`src/rtl/ntt_fifo_loader.sv`:
```
// Streams N coefficient pairs into two lock-stepped FIFOs, tagging each word with its accept-order address.
// Optional blocked-write counter is compiled in with `define NTT_LOADER_STALL_CNT_EN.
module ntt_fifo_loader #(
  parameter int N  = 256,
  parameter int DW = 16
) (
  input  logic          clk,
  input  logic          rst,
  input  logic          start,
  input  logic          in_valid,
  input  logic [DW-1:0] in_data_a,
  input  logic [DW-1:0] in_data_b,
  output logic          in_ready,
  input  logic          wr_full1,
  input  logic          wr_full2,
  output logic          wr_req,
  output logic [31:0]   wr_dat1,
  output logic [31:0]   wr_dat2,
  output logic          busy,
  output logic          load_done,
  output logic [15:0]   stall_cnt
);

  typedef enum logic [1:0] {IDLE, LOAD, DRAIN, DONE} state_e;

  localparam logic [8:0] NCNT = 9'(N);

  state_e      state_q, state_d;
  logic        hold_v_q, hold_v_d;
  logic [31:0] dat1_q, dat1_d;
  logic [31:0] dat2_q, dat2_d;
  logic [8:0]  acc_cnt_q, acc_cnt_d;
  logic [8:0]  wr_cnt_q, wr_cnt_d;
  logic        busy_q, busy_d;
  logic        load_done_q, load_done_d;
  logic        wr_fire, accept;

  // The hold slot can be refilled in the same cycle it drains, so a full stream costs no bubbles.
  assign wr_fire  = hold_v_q & ~wr_full1 & ~wr_full2;
  assign in_ready = (state_q == LOAD) && (acc_cnt_q < NCNT) && (!hold_v_q || wr_fire);
  assign accept   = in_valid & in_ready;

  assign wr_req    = wr_fire;
  assign wr_dat1   = dat1_q;
  assign wr_dat2   = dat2_q;
  assign busy      = busy_q;
  assign load_done = load_done_q;

  always_comb begin
    state_d   = state_q;
    hold_v_d  = hold_v_q;
    dat1_d    = dat1_q;
    dat2_d    = dat2_q;
    acc_cnt_d = acc_cnt_q;
    wr_cnt_d  = wr_cnt_q;

    if (accept) begin
      hold_v_d  = 1'b1;
      dat1_d    = {8'h00, acc_cnt_q[7:0], 16'(in_data_a)};
      dat2_d    = {8'h00, acc_cnt_q[7:0], 16'(in_data_b)};
      acc_cnt_d = acc_cnt_q + 9'd1;
    end else if (wr_fire) begin
      hold_v_d = 1'b0;
    end
    if (wr_fire) wr_cnt_d = wr_cnt_q + 9'd1;

    case (state_q)
      IDLE:  if (start) state_d = LOAD;
      LOAD: begin
        if (wr_cnt_d == NCNT)       state_d = DONE;
        else if (acc_cnt_d == NCNT) state_d = DRAIN;
      end
      DRAIN: if (wr_cnt_d == NCNT) state_d = DONE;
      DONE: begin
        state_d   = IDLE;
        acc_cnt_d = '0;
        wr_cnt_d  = '0;
      end
      default: state_d = IDLE;
    endcase

    busy_d      = (state_d == LOAD) || (state_d == DRAIN);
    load_done_d = (state_d == DONE);
  end

  always_ff @(posedge clk or negedge rst) begin
    if (!rst) begin
      state_q     <= IDLE;
      hold_v_q    <= 1'b0;
      dat1_q      <= '0;
      dat2_q      <= '0;
      acc_cnt_q   <= '0;
      wr_cnt_q    <= '0;
      busy_q      <= 1'b0;
      load_done_q <= 1'b0;
    end else begin
      state_q     <= state_d;
      hold_v_q    <= hold_v_d;
      dat1_q      <= dat1_d;
      dat2_q      <= dat2_d;
      acc_cnt_q   <= acc_cnt_d;
      wr_cnt_q    <= wr_cnt_d;
      busy_q      <= busy_d;
      load_done_q <= load_done_d;
    end
  end

`ifdef NTT_LOADER_STALL_CNT_EN
  logic [15:0] stall_q, stall_d;

  // Only a start that actually launches a load clears the count; saturates rather than wraps.
  always_comb begin
    stall_d = stall_q;
    if (state_q == IDLE && start)
      stall_d = '0;
    else if (hold_v_q && (wr_full1 || wr_full2) && stall_q != 16'hFFFF)
      stall_d = stall_q + 16'd1;
  end

  always_ff @(posedge clk or negedge rst) begin
    if (!rst) stall_q <= '0;
    else      stall_q <= stall_d;
  end

  assign stall_cnt = stall_q;
`else
  assign stall_cnt = '0;
`endif

endmodule

```
`config.mk`:
```
export PLATFORM = sky130hd
export DESIGN_NAME = ntt_fifo_loader
export DESIGN_NICKNAME = d
export VERILOG_FILES = /design/src/rtl/ntt_fifo_loader.sv
export SDC_FILE = /design/constraint.sdc
export NUM_CORES = 1
export LEC_CHECK = 0
export BUFFER_PORTS_ARGS = -buffer_cell sky130_fd_sc_hd__buf_4
export CELL_PAD_IN_SITES_DETAIL_PLACEMENT = 1
export CELL_PAD_IN_SITES_GLOBAL_PLACEMENT = 2
export CORE_ASPECT_RATIO = 1.5
export CORE_MARGIN = 3
export CORE_UTILIZATION = 30
export DETAILED_ROUTE_END_ITERATION = 8
export GPL_ROUTABILITY_DRIVEN = 0
export HOLD_SLACK_MARGIN = 0.03
export PLACE_DENSITY_LB_ADDON = 0.2
export SLEW_MARGIN = 30
export SYNTH_ARGS = -nofsm -noshare
export SYNTH_HDL_FRONTEND = slang
export SYNTH_SLANG_ARGS = --single-unit
```
`constraint.sdc`:
```
create_clock -name clk -period 3 [get_ports clk]
set_input_delay 0.6 -clock clk [delete_from_list [all_inputs] [get_ports clk]]
set_output_delay 0.6 -clock clk [all_outputs]
set_load 0.005 [all_outputs]
```
; ---- Word-level counts from Yosys, hierarchy flattened
; Cells that the tools add are included.
; Widths: inputs -> output; s select.
[classes]
n_addsub = 2
n_lt_le_gt_ge = 1
eq_ne = 8
muxes = 11
bitwise = 5
reduce_logical = 7
[ops]
columns = cell, n
row1 = $mux 9, 4
row2 = $add 9x1->9 const B, 2
row3 = $eq 9x9->1 const B, 2
row4 = $lt 9x9->1 const B, 1
row5 = $eq 2x2->1 const B, 4
row6 = $mux 2, 4
row7 = $pmux 2 s4, 1
row8 = $eq 2x1->1 const B, 2
row9 = $and 1x1->1, 3
row10 = $logic_and 1x1->1, 2
row11 = $logic_not 2->1, 1
row12 = $logic_or 1x1->1, 2
row13 = $mux 1, 2
row14 = $not 1->1, 2
row15 = $reduce_bool 2->1, 1
row16 = $logic_not 1->1, 1
[word_totals]
reg_bits = 71
in_bits = 38
out_inout_bits = 84
elab_cells = 42

; ---- Longest topological paths before layout
[logic_depth]
depth_word = 13
depth_mapped = 8
mapped_depth_nobuf = 8

; ---- Least setup slack after synthesis
; OpenSTA, ideal clock, no wires.
[synth_timing]
kind = input port to flip-flop
from = input port wr_full2
to = register busy_q (netlist: busy)
setup_ps = 126
arrival_time_ps = 2262
t_required_ps = 2874
slack_ps = 612
path_stages = 7
n_path_buf = 0
cell_sequence = o21a_1 -> nor4b_4 -> nand4_1 -> a2111oi_2 -> a311oi_1 -> nor3_1 -> ha_1
[synth_between]
elab_chain_len = 12
word_cells_on_any_way = 16
cone_classes = eq/ne: 4 / mux: 6 / bitwise: 3 / reduce/logical: 3
[synth_rtl]
columns = element, line_no
row1 = from (decl), 15  ; input logic wr_full2,
row2 = $not 1->1 *, 39  ; assign wr_fire = hold_v_q & ~wr_full1 & ~wr_full2;
row3 = $and 1x1->1 *, 39
row4 = $logic_or 1x1->1 *, 40  ; assign in_ready = (state_q == LOAD) && (acc_cnt_q < NCNT) && (!hold_v_q || wr_fire);
row5 = $logic_and 1x1->1 *, 40
row6 = net in_ready, 13  ; output logic in_ready,
row7 = $and 1x1->1 *, 41  ; assign accept = in_valid & in_ready;
row8 = $mux 9 *, 57  ; if (accept) begin
row9 = $eq 9x9->1 *, 71  ; else if (acc_cnt_d == NCNT) state_d = DRAIN;
row10 = $mux 2 *, 71
row11 = $mux 2 *, 70  ; if (wr_cnt_d == NCNT) state_d = DONE;
row12 = $pmux 2 s4 *, 67  ; case (state_q)
row13 = net state_d[1], 28  ; state_e state_q, state_d;
row14 = $eq 2x1->1 or $eq 2x2->1 (tied branches), 82  ; busy_d = (state_d == LOAD) || (state_d == DRAIN);
row15 = $logic_or 1x1->1 *, 82
row16 = net busy_d, 34  ; logic busy_q, busy_d;
row17 = to (signal assigned), 103  ; busy_q <= busy_d;
row18 = to (decl), 34
; The timed path passes the listed nets; every way through them passes the cells marked *.
; A chain may end at the register's enable or synchronous reset.

; ---- Final worst setup path
[layout_timing]
from = register acc_cnt_q[0]
to = register busy_q (netlist: busy)
[layout_between]
elab_chain_len = 11
word_cells_on_any_way = 13
cone_classes = add/sub: 1 / order compare: 1 / eq/ne: 3 / mux: 4 / bitwise: 1 / reduce/logical: 3
[layout_rtl]
columns = element, line_no
row1 = from (decl), 32  ; logic [8:0] acc_cnt_q, acc_cnt_d;
row2 = from (signal assigned), 101  ; acc_cnt_q <= acc_cnt_d;
row3 = $lt 9x9->1, 40
row4 = $logic_and 1x1->1 (2 in a row), 40
row5 = $and 1x1->1, 41
row6 = $mux 9 *, 57
row7 = $eq 9x9->1 *, 71
row8 = $mux 2 *, 71
row9 = $mux 2 *, 70
row10 = $pmux 2 s4 *, 67
row11 = net state_d[1], 28
row12 = $eq 2x1->1 or $eq 2x2->1 (tied branches), 82
row13 = $logic_or 1x1->1 *, 82
row14 = net busy_d, 34
; Marked as above.

==> results.json <==
{
  "run_status": "complete, no violations",
  "setup.worst_path.class": "flop to flop",
  "length_of_the_first_detailed_routing_pass_in_iterations": 4,
  "worst_ep_arrival_time_ps": 2700,
  "dpl_cell_area_um2": 3750,
  "initial_core_util": 0.309,
  "post_cts_resize_count": 0,
  "grt_pass1_vias": 2117,
  "yosys_most_used_dff": "sky130_fd_sc_hd__dfrtp_1",
  "fp.dieH_um": 131,
  "synth.yosys.seq_area_share": 0.503,
  "cts_inserted_buffers": 9,
  "multi_input_comb_area_um2": 1310,
  "grt_overflow": 0,
  "worst_setup_hold_path_clk_slew_ps": 60,
  "finalSetupTns_ps": 0,
  "synth_top_cells_by_area": "sky130_fd_sc_hd__dfrtp_1, sky130_fd_sc_hd__mux2_2, sky130_fd_sc_hd__buf_4",
  "ys_ff_latch": 63,
  "num-nets-final": 390,
  "synth_edf_count": 0,
  "cts.sink_count": 63,
  "clock-skew-final_ps": 4.78,
  "synth_adder_area_share": 0.0120,
  "fill_cells": 1142,
  "cp.required_ps": 3210,
  "dp.final_hpwl_um": 5230,
  "final_period_minus_worst_setup_slack_ps": 2490,
  "synth_compound_gate_area_share": 0.0459,
  "worst_hold_slack_ps": 367,
  "post-cts-setup-buffers": 0,
  "n_antenna_cell": 0,
  "postSynthAreaPerCell_um2": 11.7,
  "timing.critical_path.fanout_max": 6,
  "crit_path_start": "acc_cnt_q[0]$_DFF_PN0_",
  "die_w_um": 89.5,
  "synth_mux_area_frac": 0.156,
  "timing.max_cap.violations": 0,
  "critical_path_launch_point_type": "flop",
  "post_synth_and_or_nand_nor_area_fraction": 0.115,
  "timing.critical_path.to_type": "flop",
  "grt_pass1_wl_um": 11100,
  "postCtsHoldBufs": 0,
  "post_synth_instance_area_um2": 3140,
  "area.sequential_um2": 1580,
  "ios": 122,
  "via_per_inst": 4.61,
  "max-slew-margin-rel": 0.468,
  "yosys.area.top_type": "sky130_fd_sc_hd__dfrtp_1",
  "final_min_period_over_clock_period": 0.831,
  "synth_top_family_by_area": "multiplexers",
  "finalInstanceArea_um2": 4010,
  "power.static_leakage_nw": 1.94,
  "totalWireLength_um": 7190,
  "drt_drc_violations_left": 0,
  "area_share_of_the_largest_cell_type_after_synthesis": 0.503,
  "drv_slew": 0,
  "post_synthesis_share_of_cell_area_spent_on_xor_and_xnor_gates": 0.0503,
  "report.final.setup_viol": 0,
  "ys_async_sr_fraction": 1.00,
  "max-clock-path-buffers": 2,
  "layout_commonest_cell": "sky130_fd_sc_hd__buf_4",
  "synth_cell_types": 46,
  "yosysWarnings": 0,
  "fraction_of_final_layout_cells_sized_beyond_drive_strength_1": 0.438,
  "maximum_number_of_pins_on_one_net_before_global_route_repair": 64,
  "max_fclk_ghz": 0.401,
  "die_area_um2": 11700,
  "worst_slew_pin_slew_ps": 797,
  "drt.antenna.violating_nets": 0,
  "clk-insertion-delay-late_ps": 320,
  "placeableCoreArea_um2": 10100,
  "count_of_port_buffers_added_during_placement": 89,
  "flow.area_growth_from_synthesis_pct": 28.0,
  "clockRootBuffer": "sky130_fd_sc_hd__clkbuf_16",
  "cts_tree": "done",
  "track_usage": 0.123,
  "final-hold-violation-count": 0,
  "antenna_found_initial": 0,
  "std_cell_rows": 45,
  "synth_instances": 267,
  "power.ir.vdd_worst_mv": 0.251,
  "vias": 2173,
  "r2r-start": "acc_cnt_q[0]$_DFF_PN0_",
  "grt_setup_unrepaired": "false",
  "min-delay-path-class": "primary input to asynchronous set/reset pin",
  "powerDensity_nw_per_um2": 735,
  "dr.first_iter.drc_count": 38,
  "avgRoutedWirePerCell_um": 15.3,
  "htreeDepth": 3,
  "layout_common_cells": "sky130_fd_sc_hd__buf_4, sky130_fd_sc_hd__dfrtp_1, sky130_fd_sc_hd__mux2_2, sky130_fd_sc_hd__conb_1, sky130_fd_sc_hd__nor2_1"
}
logic make-up (layout without fill, tap and decap cells):
family                     count (synthesis)  after routing
and+or+nand+nor                           64             64
DFF                                       63             63
buffers and inverters                     55            111
muxes                                     44             44
AOI/OAI and AO/OA                         19             19
xor gates and xnor gates                  18             18
adders and majority gates                  3              3
other                                      1             32
sequential cells by signal, summed over array words and instances (netlist names):
name,cells
hold_v_q,1
wr_cnt_q,9
load_done,1
wr_dat1,16
wr_dat2,24
busy,1
acc_cnt_q,9
state_q,2
power breakdown:
part | internal (W) | switching [W]
clock network | 0.000558 | 0.000368
logic | 0.000465 | 0.000313
registers | 0.00105 | 0.000201
area by class of cell:
class,count,area share
multi-input cells,180,0.327
repair buffers,94,0.176
flip-flops and latches,63,0.393
clock buffers,11,0.0580
inverters,1,0.000935
clock inverters,5,0.00873
well taps,117,0.0365
synth_stat cells (all sizes together), types with 2 or more instances:
cell	count
a21oi	2
a31oi	3
and2	2
and3	6
buf	47
clkbuf	7
dfrtp	63
ha	3
mux2	40
mux2i	4
nand2	9
nand3	5
nand4	5
nor2	19
nor3	5
nor3b	2
nor4	2
nor4b	2
o21ai	3
xnor2	7
xor2	11
per-layer routing:
layer / track usage / share of wire
met4: 0.0397 / 0.011
met2: 0.205 / 0.53
met5: 0 / 0
met1: 0.151 / 0.39
met3: 0.0326 / 0.066
worst max-delay path: stages, from the launching register on:
cell	delay (ps)
sky130_fd_sc_hd__dfrtp_1	450
sky130_fd_sc_hd__ha_1	330
sky130_fd_sc_hd__nand2b_1	150
sky130_fd_sc_hd__nor4_1	250
sky130_fd_sc_hd__a21boi_1	120
sky130_fd_sc_hd__a2111oi_2	470
sky130_fd_sc_hd__a311oi_1	100
sky130_fd_sc_hd__nor3_1	230
sky130_fd_sc_hd__ha_1	270
through the flow:
stage          setup WS [ps]   util  power [W]  instances
2_1_floorplan            612      -    0.00171        298
3_3_place_gp             309  0.370    0.00204        455
3_5_place_dp             216  0.370    0.00206        455
4_1_cts                  481  0.396    0.00301        471
5_1_grt                  319  0.396    0.00317        471
6_report                 506  0.396    0.00295        471
worst paths after layout:
kind / slack, ps / to / cells past startpoint
min: 370 / wr_dat2[9]$_DFFE_PN0N_ / 1
max: 510 / busy$_DFF_PN0_ / 8
max reg2reg: 510 / busy$_DFF_PN0_ / 8
min reg2reg: 500 / wr_dat2[9]$_DFFE_PN0N_ / 1
min in group clk: 500 / wr_dat2[9]$_DFFE_PN0N_ / 1
max in group asynchronous: 2110 / acc_cnt_q[4]$_DFF_PN0_ / 1
Note: power is estimated with default switching activity, not from simulation.
